[src/rtl/multi_debouncer_pkg.sv]
// multi_debouncer_pkg: shared defaults and counter sizing for multi_debouncer
package multi_debouncer_pkg;
  localparam int DEF_WIDTH = 4;
  localparam int DEF_STABLE_CYCLES = 50000;
  localparam int DEF_SYNC_STAGES = 2;
  function automatic int cnt_width(input int stable_cycles);
    return (stable_cycles < 2) ? 1 : $clog2(stable_cycles);
  endfunction
endpackage

[src/rtl/debounce_chan.sv]
// debounce_chan: one-bit synchroniser plus stability counter with press/release pulses
// Ports: clk, reset (sync, active-high), din (raw level),
//        sig_out (debounced level), rise/fall (one-cycle edge pulses)
module debounce_chan
  import multi_debouncer_pkg::*;
#(
  parameter int STABLE_CYCLES = DEF_STABLE_CYCLES,
  parameter int SYNC_STAGES = DEF_SYNC_STAGES
) (
  input  logic clk,
  input  logic reset,
  input  logic din,
  output logic sig_out,
  output logic rise,
  output logic fall
);
  localparam int CW = cnt_width(STABLE_CYCLES);
  localparam logic [CW-1:0] LAST = CW'(STABLE_CYCLES - 1);
  logic [SYNC_STAGES-1:0] sync;
  logic [CW-1:0] cnt;
  logic s;
  assign s = sync[SYNC_STAGES-1];
  // The count restarts whenever s agrees with sig_out, so only an unbroken run
  // of STABLE_CYCLES differing samples flips the output; clearing at LAST keeps
  // the counter from ever wrapping.
  always_ff @(posedge clk)
    if (reset) begin
      sync <= '0;
      cnt <= '0;
      sig_out <= 1'b0;
      rise <= 1'b0;
      fall <= 1'b0;
    end else begin
      sync <= {sync[SYNC_STAGES-2:0], din};
      rise <= 1'b0;
      fall <= 1'b0;
      if (s == sig_out) cnt <= '0;
      else if (cnt == LAST) begin
        sig_out <= s;
        cnt <= '0;
        rise <= s;
        fall <= ~s;
      end else cnt <= cnt + CW'(1);
    end
endmodule

[src/rtl/multi_debouncer.sv]
// multi_debouncer: N-channel debouncer with press/release pulses and any/multi-key flags
// Ports: clk, reset (sync, active-high), sig_in[WIDTH] (raw pins),
//        sig_out/rise/fall[WIDTH] (debounced level and edge pulses),
//        key_pressed (any sig_out set), multi_pressed (two or more set)
// Macro MULTI_DEBOUNCER_ACTIVE_LOW_EN: pins are active-low (pulled up); they are
// inverted before synchronising so every output keeps "pressed = 1" meaning.
module multi_debouncer
  import multi_debouncer_pkg::*;
#(
  parameter int WIDTH = DEF_WIDTH,
  parameter int STABLE_CYCLES = DEF_STABLE_CYCLES,
  parameter int SYNC_STAGES = DEF_SYNC_STAGES
) (
  input  logic             clk,
  input  logic             reset,
  input  logic [WIDTH-1:0] sig_in,
  output logic [WIDTH-1:0] sig_out,
  output logic [WIDTH-1:0] rise,
  output logic [WIDTH-1:0] fall,
  output logic             key_pressed,
  output logic             multi_pressed
);
  if (STABLE_CYCLES < 2 || SYNC_STAGES < 2) begin : g_bad_params
    $error("multi_debouncer: STABLE_CYCLES and SYNC_STAGES must be at least 2");
  end
  logic [WIDTH-1:0] din;
`ifdef MULTI_DEBOUNCER_ACTIVE_LOW_EN
  assign din = ~sig_in;
`else
  assign din = sig_in;
`endif
  for (genvar i = 0; i < WIDTH; i++) begin : g_chan
    debounce_chan #(
      .STABLE_CYCLES(STABLE_CYCLES),
      .SYNC_STAGES(SYNC_STAGES)
    ) u_chan (
      .clk(clk),
      .reset(reset),
      .din(din[i]),
      .sig_out(sig_out[i]),
      .rise(rise[i]),
      .fall(fall[i])
    );
  end
  assign key_pressed = |sig_out;
  // Clearing the lowest set bit leaves something only if two or more were set;
  // for WIDTH=1 this is always 0.
  assign multi_pressed = |(sig_out & (sig_out - WIDTH'(1)));
endmodule

[config.mk]
export PLATFORM = sky130hd
export DESIGN_NAME = multi_debouncer
export DESIGN_NICKNAME = d
export VERILOG_FILES = /design/src/rtl/multi_debouncer_pkg.sv /design/src/rtl/debounce_chan.sv /design/src/rtl/multi_debouncer.sv
export SDC_FILE = /design/constraint.sdc
export NUM_CORES = 1
export LEC_CHECK = 0
export ABC_AREA = 1
export BUFFER_PORTS_ARGS = -buffer_cell sky130_fd_sc_hd__buf_2
export CAP_MARGIN = 25
export CORE_MARGIN = 2
export CORE_UTILIZATION = 58
export DETAILED_ROUTE_END_ITERATION = 12
export PLACE_DENSITY = 0.77
export SLEW_MARGIN = 20
export SYNTH_ARGS = -nofsm -noshare
export SYNTH_HDL_FRONTEND = slang
export SYNTH_SLANG_ARGS = --single-unit
export TNS_END_PERCENT = 30
[constraint.sdc]
create_clock -name clk -period 1.6 [get_ports clk]
set_input_delay 0.24 -clock clk [delete_from_list [all_inputs] [get_ports clk]]
set_output_delay 0.24 -clock clk [all_outputs]
set_load 0.02 [all_outputs]
==> results by group, run 1 <==
Setup path
  • CP max stage delay: roughly 420 ps
  • R2R Path Start: g_chan[3].u_chan.cnt[0]
  • R2R setup slack: between 150 and 200 ps
  • Critical-path cell list: nor2_1 > o211ai_1 > buf_2
  • Crit end category: output port
  • CP top delay family: flip-flops
  • Reg2reg end: g_chan[3].u_chan.cnt[9]
  • CP Data Required Time: between 1000 and 1500 ps
  • Worst Setup Start Kind: flop
  • Stages on the worst setup path: 3
  • CP Class: reg2out
  • CP bufs+invs: 1
  • Worst Reg-to-Reg Cells: 9
  • CP Data Arrival Time: 1220 ps
  • Peak fanout along the critical path: 6
  • Crit-path slowest cell: dfxtp_1

Timing
  • Worst-Margin Slew: around 400 ps
  • F_max: 687 MHz
  • Fin. Hold Viols: 0
  • Post-route clock period utilization: roughly nine tenths
  • Final hold slack: 96.4 ps
  • Fin crit period: approximately 1500 ps
  • Slew headroom: between 70% and 80%
  • RSZ-0062 raised after global routing: no
  • Setup TNS: 0 ps
  • Final setup vio count: 0
  • Clock Skew: 6.28 ps
  • Slew Limit Fails: 0

Power and ir drop
  • Int Pwr: a little over 3 mW
  • Net Sw Power: 0.774 mW
  • Clock share of power: 43.9%
  • Reg power frac: ~55%
  • Logic gate share of total power: under 10%
  • Switching Fraction: between 20% and 30%
  • Pwr per Cell Area: approximately 900 nW/um^2
  • Lkg Pwr: 1.53 nW
  • VDD IR max: between 600 and 700 uV
  • Total Power: between 3 and 4 mW

Routing
  • Routed Antenna Nets: 0
  • Pre-antenna DRT Iters: 4
  • DR DRC count: 0
  • WL final: 7000 um
  • Via count: roughly 3300
  • Initial drt markers: around 120
  • Routed WL per cell: around 11 um
  • Via/cell ratio: approximately 5.0

Clocking
  • Root Driver: clkbuf_8
  • H-tree depth: 3
  • Hold buffers post-CTS: 0
  • Count of cells resized by post-cts repair: 0
  • Clock transition at path regs: 80 ps
  • Clock latency on the worst-skew pair: ~340 ps
  • Setup bufs post-CTS: 0
  • Clk buf depth: 2
  • CTS sink cnt: 84
  • CTS tree: built
  • TritonCTS buffer count: 9

Final layout
  • P&R area growth vs syn: 7.49%
  • Final #Nets: between 500 and 600
  • Fraction of layout cells with a size suffix above 1: a little under an eighth
  • Final core occ: between 60% and 70%
  • Antenna Cells: 0
  • FILL cells: 607

Placed design
  • Post-detail-place hpwl: between 5000 and 6000 um
  • RePlAce Congestion: between 0.8 and 0.9
  • Port bufs: 19

Yosys
  • EDFF count, synth: 0
  • Post-synth top area cell: dfxtp_1
  • Flops & latches, synth: 84
  • Top_reg_cell synth: dfxtp_1
  • Most common cell in the netlist: nand2_1
  • Synth cell count leaders: 130 x nand2_1, 123 x nor2_1, 84 x dfxtp_1, 63 x inv_1, 31 x nand3_1
  • Synth top area share: approximately 42%
  • Cell Area, Synth: between 3000 and 4000 um^2
  • Syn_area_per_cell: approximately 7 um^2
  • Synth unique cells: 29
  • Ys Warns: 0
  • Async SR Flop Fraction: 0%
  • Synth Instances: 564
  • Synth top area cells: dfxtp_1 42%, nand2_1 12%, nor2_1 12%, inv_1 5.9%, nand3_1 3.9%
  • Seq/Total Area, Yosys: between 40 and 50%
  • Total nets after synthesis: between 500 and 600

Hold path
  • Hold WC Path Type: in2reg
  • Hold path depth: 3
  • WHS Endpoint: g_chan[3].u_chan.sync[0]
  • HP Start: sig_in[3]

Die
  • DIE HEIGHT: 87.0 um
  • Core box area: around 6700 um^2
  • Die footprint: 7560 um^2
  • Rows: 30
  • # IOs: 20
  • Initial Util: about 59%
  • Die Width: around 87 um

Global route
  • GR Util All Layers: 20.1%
  • First-pass GRT wire length: 12200 um
  • Initial antenna violation count: 0
  • Number of global-route vias before repair: 3061
  • Gr ovfl total: 0
  • Maximum number of pins on one net before global-route repair: 17

Outcome
  • Status: complete, no violations

Flow run
  • Max_cap viols: 0
-- area by class of cell --
type / instances / area [um^2] / area share, %
clock inverters: 3 / 68.8 / 1.60
repair buffers: 20 / 115 / 2.68
multi-input cells: 398 / 1930 / 44.9
flip-flops and latches: 84 / 1680 / 39.2
clock buffers: 12 / 155 / 3.62
well taps: 80 / 100 / 2.33
inverters: 65 / 244 / 5.69
-- stage by stage --
step | setup slack [ps] | instance area (um^2) | std cells
3_3_place_gp | 225 | 4060 | 647
5_1_grt | 7.20 | 4290 | 662
2_1_floorplan | 265 | 3990 | 564
6_report | 144 | 4290 | 662
4_1_cts | 78.4 | 4280 | 662
3_5_place_dp | 134 | 4060 | 647
-- power by group through the flow --
stage | Combinational (mW) | Sequential [mW] | Clock (mW)
final | 0.0547 | 2.11 | 1.69
after global routing | 0.0623 | 2.11 | 1.82
after CTS | 0.0541 | 2.11 | 1.73
after detailed placement | 0.0539 | 2.16 | 0
after global placement | 0.0529 | 2.16 | 0
after floorplan | 0.0434 | 2.16 | 0
-- placed cells by master (no fill, tap or decap) --
master | netlist | layout
o21bai_1 | 1 | 1
clkbuf_1 | 0 | 1
buf_2 | 0 | 19
nand3_1 | 31 | 31
nor3_1 | 2 | 2
dfxtp_1 | 84 | 83
nand2_1 | 130 | 130
nor3b_2 | 3 | 3
inv_6 | 0 | 1
clkbuf_8 | 0 | 11
nor2_1 | 123 | 123
nand4_1 | 13 | 13
a21oi_1 | 27 | 27
nand3b_1 | 2 | 2
inv_1 | 63 | 63
buf_12 | 1 | 1
nor3b_4 | 1 | 1
or2_0 | 2 | 2
o211ai_1 | 1 | 1
or2_2 | 2 | 2
nand2_4 | 1 | 3
o21ai_0 | 6 | 6
inv_2 | 2 | 2
a31oi_1 | 1 | 1
nor2_2 | 14 | 14
a21oi_2 | 3 | 3
xor2_1 | 15 | 15
dfxtp_2 | 0 | 1
xnor2_1 | 8 | 8
bufinv_16 | 0 | 2
nand2_2 | 6 | 4
ha_1 | 4 | 4
nor2_4 | 2 | 2
-- tightest hold or removal path, stage by stage --
cell	delay [ps]
buf_2	90
inv_1	40
nor2_1	30
-- registers in the layout, summed over array words and instances, names as in the netlist --
name                   count
g_chan.u_chan.fall         4
g_chan.u_chan.sync         8
g_chan.u_chan.rise         4
g_chan.u_chan.cnt         64
g_chan.u_chan.sig_out      4
-- kinds of logic (layout without fill, tap and decap cells) --
logic type	Yosys count	count (layout)	share of synthesized area, %
and+or+nand+nor	332	332	36.4
DFF	84	84	42.1
buffers and inverters	82	100	9.90
AOI/OAI and AO/OA	39	39	5.33
xor gates and xnor gates	23	23	5.05
adders and majority gates	4	4	1.25
-- how the worst max path moves through the flow --
stage                             startpoint  slack [ps]                       end
global placement     g_chan[3].u_chan.cnt[0]         220   g_chan[3].u_chan.cnt[9]
finish              g_chan[2].u_chan.sig_out         140             multi_pressed
global route        g_chan[2].u_chan.sig_out           7             multi_pressed
CTS                 g_chan[3].u_chan.sig_out          80             multi_pressed
floorplan            g_chan[3].u_chan.cnt[0]         260   g_chan[3].u_chan.cnt[7]
detailed placement   g_chan[1].u_chan.cnt[0]         130  g_chan[1].u_chan.cnt[10]
-- layer usage --
metal / GRT usage (%) / wire (um) / share of wire, % / vias up
li1: - / - / - / 1760
met1: 23.6 / 3300 / 47 / 1474
met2: 35.0 / 3350 / 48 / 46
met3: 6.07 / 245 / 3.5 / 10
met4: 6.25 / 99 / 1.4 / 0
met5: 0 / 0 / 0 / -
(Power assumes the default switching activity.)
==> run 2, diff against run 1 <==
- CELL_PAD_IN_SITES_DETAIL_PLACEMENT: default -> 0
- CELL_PAD_IN_SITES_GLOBAL_PLACEMENT: default -> 1
- CORE_UTILIZATION: 58 -> 44
- PLACE_DENSITY: 0.77 -> 0.79
- SKIP_CTS_REPAIR_TIMING: default -> 1
==> results by group, run 2 (synthesis results as in run 1) <==
Outcome
  • Status: complete, no violations

Final layout
  • Commonest non-fill, non-tap cells in the layout: 130 x nand2_1, 123 x nor2_1, 84 x dfxtp_1
  • Antenna Cells: 0
  • P&R area growth vs syn: 8.30%
  • Fraction of layout cells with a size suffix above 1: ~12%
  • Largest registers: g_chan.u_chan.cnt: 64 flops, g_chan.u_chan.sync: 8 flops
  • FILL cells: between 900 and 1000
  • Final core occ: slightly below 50%
  • Final #Nets: between 500 and 600
  • Most common cell after layout, fill and taps aside: nand2_1
  • Number of flip-flops in the largest register: 64
  • Largest reg by FF count: g_chan.u_chan.cnt

Hold path
  • HP Start: sig_in[2]
  • Hold path depth: 3
  • Hold WC Path Type: in2reg
  • WHS Endpoint: g_chan[2].u_chan.sync[0]

Die
  • Die Width: 99.3 um
  • # IOs: 20
  • Rows: 34
  • Core box area: between 8000 and 9000 um^2
  • Die footprint: about 9900 um^2
  • DIE HEIGHT: around 99 um
  • Initial Util: a little under half

Global route
  • Gr ovfl total: 0
  • Number of global-route vias before repair: slightly above 3000
  • First-pass GRT wire length: about 13000 um
  • GR Util All Layers: around 16%
  • Initial antenna violation count: 0
  • Maximum number of pins on one net before global-route repair: 17

Setup path
  • R2R setup slack: ~120 ps
  • Crit end category: flop
  • R2R Path Start: g_chan[3].u_chan.cnt[0]
  • Peak fanout along the critical path: 12
  • CP Class: reg2reg
  • Worst Reg-to-Reg Cells: 9
  • CP Data Arrival Time: ~1700 ps
  • Reg2reg end: g_chan[3].u_chan.cnt[9]
  • CP Data Required Time: about 1800 ps
  • Worst Setup SP: g_chan[3].u_chan.cnt[0]
  • Worst Setup Start Kind: flop

Clocking
  • CTS sink cnt: between 80 and 90
  • TritonCTS buffer count: 9
  • Clk buf depth: 2
  • Clock latency on the worst-skew pair: around 350 ps
  • CTS tree: built
  • H-tree depth: 3
  • Clock transition at path regs: approximately 90 ps
  • Root Driver: clkbuf_8

Timing
  • Fin crit period: about 1500 ps
  • Slew headroom: between 70% and 80%
  • Final setup vio count: 0
  • F_max: just under 700 MHz
  • RSZ-0062 raised after global routing: no
  • Final worst slack: ~120 ps
  • Post-route clock period utilization: between 90% and 100%
  • Setup TNS: 0 ps
  • Slew Limit Fails: 0
  • Worst-Margin Slew: roughly 370 ps
  • Clock Skew: 11.4 ps
  • Fin. Hold Viols: 0

Routing
  • WL final: slightly above 7000 um
  • Via count: about 3200
  • DR DRC count: 0
  • Pre-antenna DRT Iters: 4
  • Initial drt markers: 70
  • Routed Antenna Nets: 0
  • Via/cell ratio: between 4 and 5
  • Routed WL per cell: ~10 um

Power and ir drop
  • Total Power: 3.86 mW
  • Pwr per Cell Area: a little under 900 nW/um^2
  • VDD IR max: 390 uV
  • Lkg Pwr: 1.53 nW

Placed design
  • Post-detail-place hpwl: ~5300 um
  • RePlAce Congestion: 0.794
  • Post-place setup slack: about 130 ps
  • Port bufs: 19

Flow run
  • Max_cap viols: 0
-- run 2: report_power, final --
part / internal [mW] / leakage [nW] / switching, mW
logic: 0.0180 / 0.740 / 0.0370
registers: 2.10 / 0.678 / 0.00851
clock network: 0.890 / 0.110 / 0.808
-- run 2: cell type report --
type,count,area [um^2],share of cell area (%)
sequential,84,1680,38.9
inverter,65,244,5.64
clock inverter,7,98.8,2.29
timing repair buffer,20,115,2.66
tap,108,135,3.13
clock buffer,9,124,2.86
multi-input combinational,398,1930,44.5
-- run 2: how the worst max path moves through the flow --
| stage | cells past startpoint | to | slack [ps] |
|---|---|---|---|
| after floorplan | 9 | g_chan[3].u_chan.cnt[7] | 260 |
| after global placement | 9 | g_chan[3].u_chan.cnt[9] | 140 |
| after detailed placement | 9 | g_chan[3].u_chan.cnt[9] | 130 |
| after CTS | 3 | multi_pressed | 100 |
| after global routing | 3 | multi_pressed | 5 |
| final | 9 | g_chan[3].u_chan.cnt[9] | 120 |
-- run 2: stage by stage --
step | hold slack (ps) | instance area [um^2] | instances
2_1_floorplan | 347 | 3990 | 564
3_3_place_gp | 392 | 4090 | 675
3_5_place_dp | 395 | 4090 | 675
4_1_cts | 81.3 | 4310 | 691
5_1_grt | 101 | 4320 | 691
6_report | 96.5 | 4320 | 691
-- run 2: worst max-delay path, cell delays in order, from the launching register on --
cell     delay (ps)
dfxtp_1         370
ha_1            210
nand2_2          90
inv_2            60
nand2_2          60
nor2_2          150
nand2_2          80
nand2_2         130
buf_12          170
a21oi_1          40
-- run 2: routing by layer --
metal | GRT usage (%) | wire length (um) | vias to the layer above
li1 | - | - | 1768
met1 | 21.8 | 3780 | 1433
met2 | 26.1 | 3160 | 26
met3 | 3.44 | 192 | 8
met4 | 5.06 | 101 | 0
met5 | 0 | 0 | -
==> run 3, diff against run 2 <==
- clock period: 1.6 -> 1.5 ns (I/O delays scaled with it)
==> results by group, run 3 (synthesis results as in run 1) <==
Power and ir drop
  • VDD IR max: between 300 and 400 uV
  • Total Power: approximately 3.9 mW
  • Lkg Pwr: ~1.5 nW
  • Pwr per Cell Area: 899 nW/um^2

Final layout
  • Most common cell after layout, fill and taps aside: nand2_1
  • Antenna Cells: 0
  • Non-Filler Instances: 694
  • Final #Nets: ~590
  • Number of flip-flops in the largest register: 64
  • Fraction of layout cells with a size suffix above 1: about 14%
  • Largest reg by FF count: g_chan.u_chan.cnt
  • P&R area growth vs syn: 9.40%
  • Area occupied by registers: 1690 um^2
  • Largest registers: g_chan.u_chan.cnt: 64 flops, g_chan.u_chan.sync: 8 flops
  • Multi-input gate area: ~2000 um^2
  • Commonest non-fill, non-tap cells in the layout: 127 x nand2_1, 120 x nor2_1, 79 x dfxtp_1
  • FILL cells: slightly below 900

Die
  • Rows: 34
  • Die Width: ~99 um
  • Die footprint: around 9900 um^2
  • Core box area: 8760 um^2
  • DIE HEIGHT: 99.3 um
  • # IOs: 20
  • Initial Util: a little under half

Setup path
  • CP Data Required Time: 1270 ps
  • R2R setup slack: 120 ps
  • Peak fanout along the critical path: 6
  • Worst Setup SP: g_chan[3].u_chan.sig_out
  • CP Data Arrival Time: approximately 1200 ps
  • Worst Reg-to-Reg Cells: 9
  • Crit end category: output port
  • End of the critical path: multi_pressed
  • CP Class: reg2out
  • Worst Setup Start Kind: flop
  • R2R Path Start: g_chan[3].u_chan.cnt[0]
  • Reg2reg end: g_chan[3].u_chan.cnt[6]

Placed design
  • Port bufs: 19
  • Placed Cells: approximately 680
  • RePlAce Congestion: roughly 0.78
  • Post-detail-place hpwl: about 5200 um

Hold path
  • Hold WC Path Type: in2reg

Global route
  • First-pass GRT wire length: 12600 um
  • GR Util All Layers: between 15 and 20%
  • Initial antenna violation count: 0
  • Gr ovfl total: 0
  • Number of global-route vias before repair: a little under 3000
  • Maximum number of pins on one net before global-route repair: 17

Clocking
  • Root Driver: clkbuf_8
  • CTS sink cnt: 84
  • Clk buf depth: 2
  • H-tree depth: 3
  • CTS tree: built
  • Clock transition at path regs: 90 ps
  • TritonCTS buffer count: 9
  • Clock latency on the worst-skew pair: 350 ps

Routing
  • Routed Antenna Nets: 0
  • Routed WL per cell: ~11 um
  • Pre-antenna DRT Iters: 4
  • Via/cell ratio: about 4.7
  • DR DRC count: 0
  • Initial drt markers: roughly 100
  • WL final: roughly 7300 um
  • Via count: 3271

Timing
  • Fin. Hold Viols: 0
  • F_max: just over 700 MHz
  • Slew Limit Fails: 0
  • Clock Skew: around 12 ps
  • Final hold slack: 73.4 ps
  • RSZ-0062 raised after global routing: yes
  • Fin crit period: roughly 1400 ps
  • Post-route clock period utilization: between 90 and 100%
  • Slew headroom: between 70% and 80%
  • Worst-Margin Slew: between 400 and 500 ps
  • Final setup vio count: 0

Flow run
  • Max_cap viols: 0

Outcome
  • Status: complete, no violations
==> run 3: layout make-up <==
cell class                      instances  area share, %
Multi-Input combinational cell        401           45.4
Sequential cell                        84           38.6
Inverter                               65           5.59
Clock buffer                           10           3.15
Tap cell                              108           3.09
Timing Repair Buffer                   20           2.64
Clock inverter                          6           1.46
==> run 3: report_power, final <==
part | switching [mW] | total (mW) | leakage, nW | internal, mW
Clock | 0.804 | 1.62 | 0.0983 | 0.812
Sequential | 0.00975 | 2.25 | 0.681 | 2.24
Combinational | 0.0418 | 0.0616 | 0.752 | 0.0197
==> run 3: worst max-delay path, cell delays in order (launching register included) <==
cell and delay (ps):
dfxtp_2 350, nor2_1 200, o211ai_1 120, buf_2 170
==> run 3: worst min-delay path by stage <==
stage	cells after the start	to	start	slack, ps
floorplan	2	g_chan[0].u_chan.sync[0]	sig_in[0]	330
global placement	2	g_chan[0].u_chan.sync[1]	g_chan[0].u_chan.sync[0]	390
detailed placement	2	g_chan[0].u_chan.sync[1]	g_chan[0].u_chan.sync[0]	390
CTS	3	g_chan[1].u_chan.sync[0]	sig_in[1]	50
global route	3	g_chan[1].u_chan.sync[0]	sig_in[1]	70
finish	3	g_chan[1].u_chan.sync[0]	sig_in[1]	70
==> run 3: per-layer routing <==
layer / up-vias / GRT usage [%] / share of wire [%]
met4: 0 / 4.11 / 0.74
met2: 43 / 25.1 / 45
met5: - / 0 / 0
met3: 4 / 4.50 / 3.8
met1: 1448 / 20.1 / 50
li1: 1776 / - / -
==> run 3: stage by stage <==
step	TNS [ps]	utilization, %	area (um^2)	worst slack [ps]
final	0	49.8	4370	109
after global routing	-0.351	49.8	4370	-0.351
after CTS	0	49.0	4290	22.0
after detailed placement	0	46.7	4090	45.5
after global placement	0	46.7	4090	97.9
after floorplan	0	-	3990	165
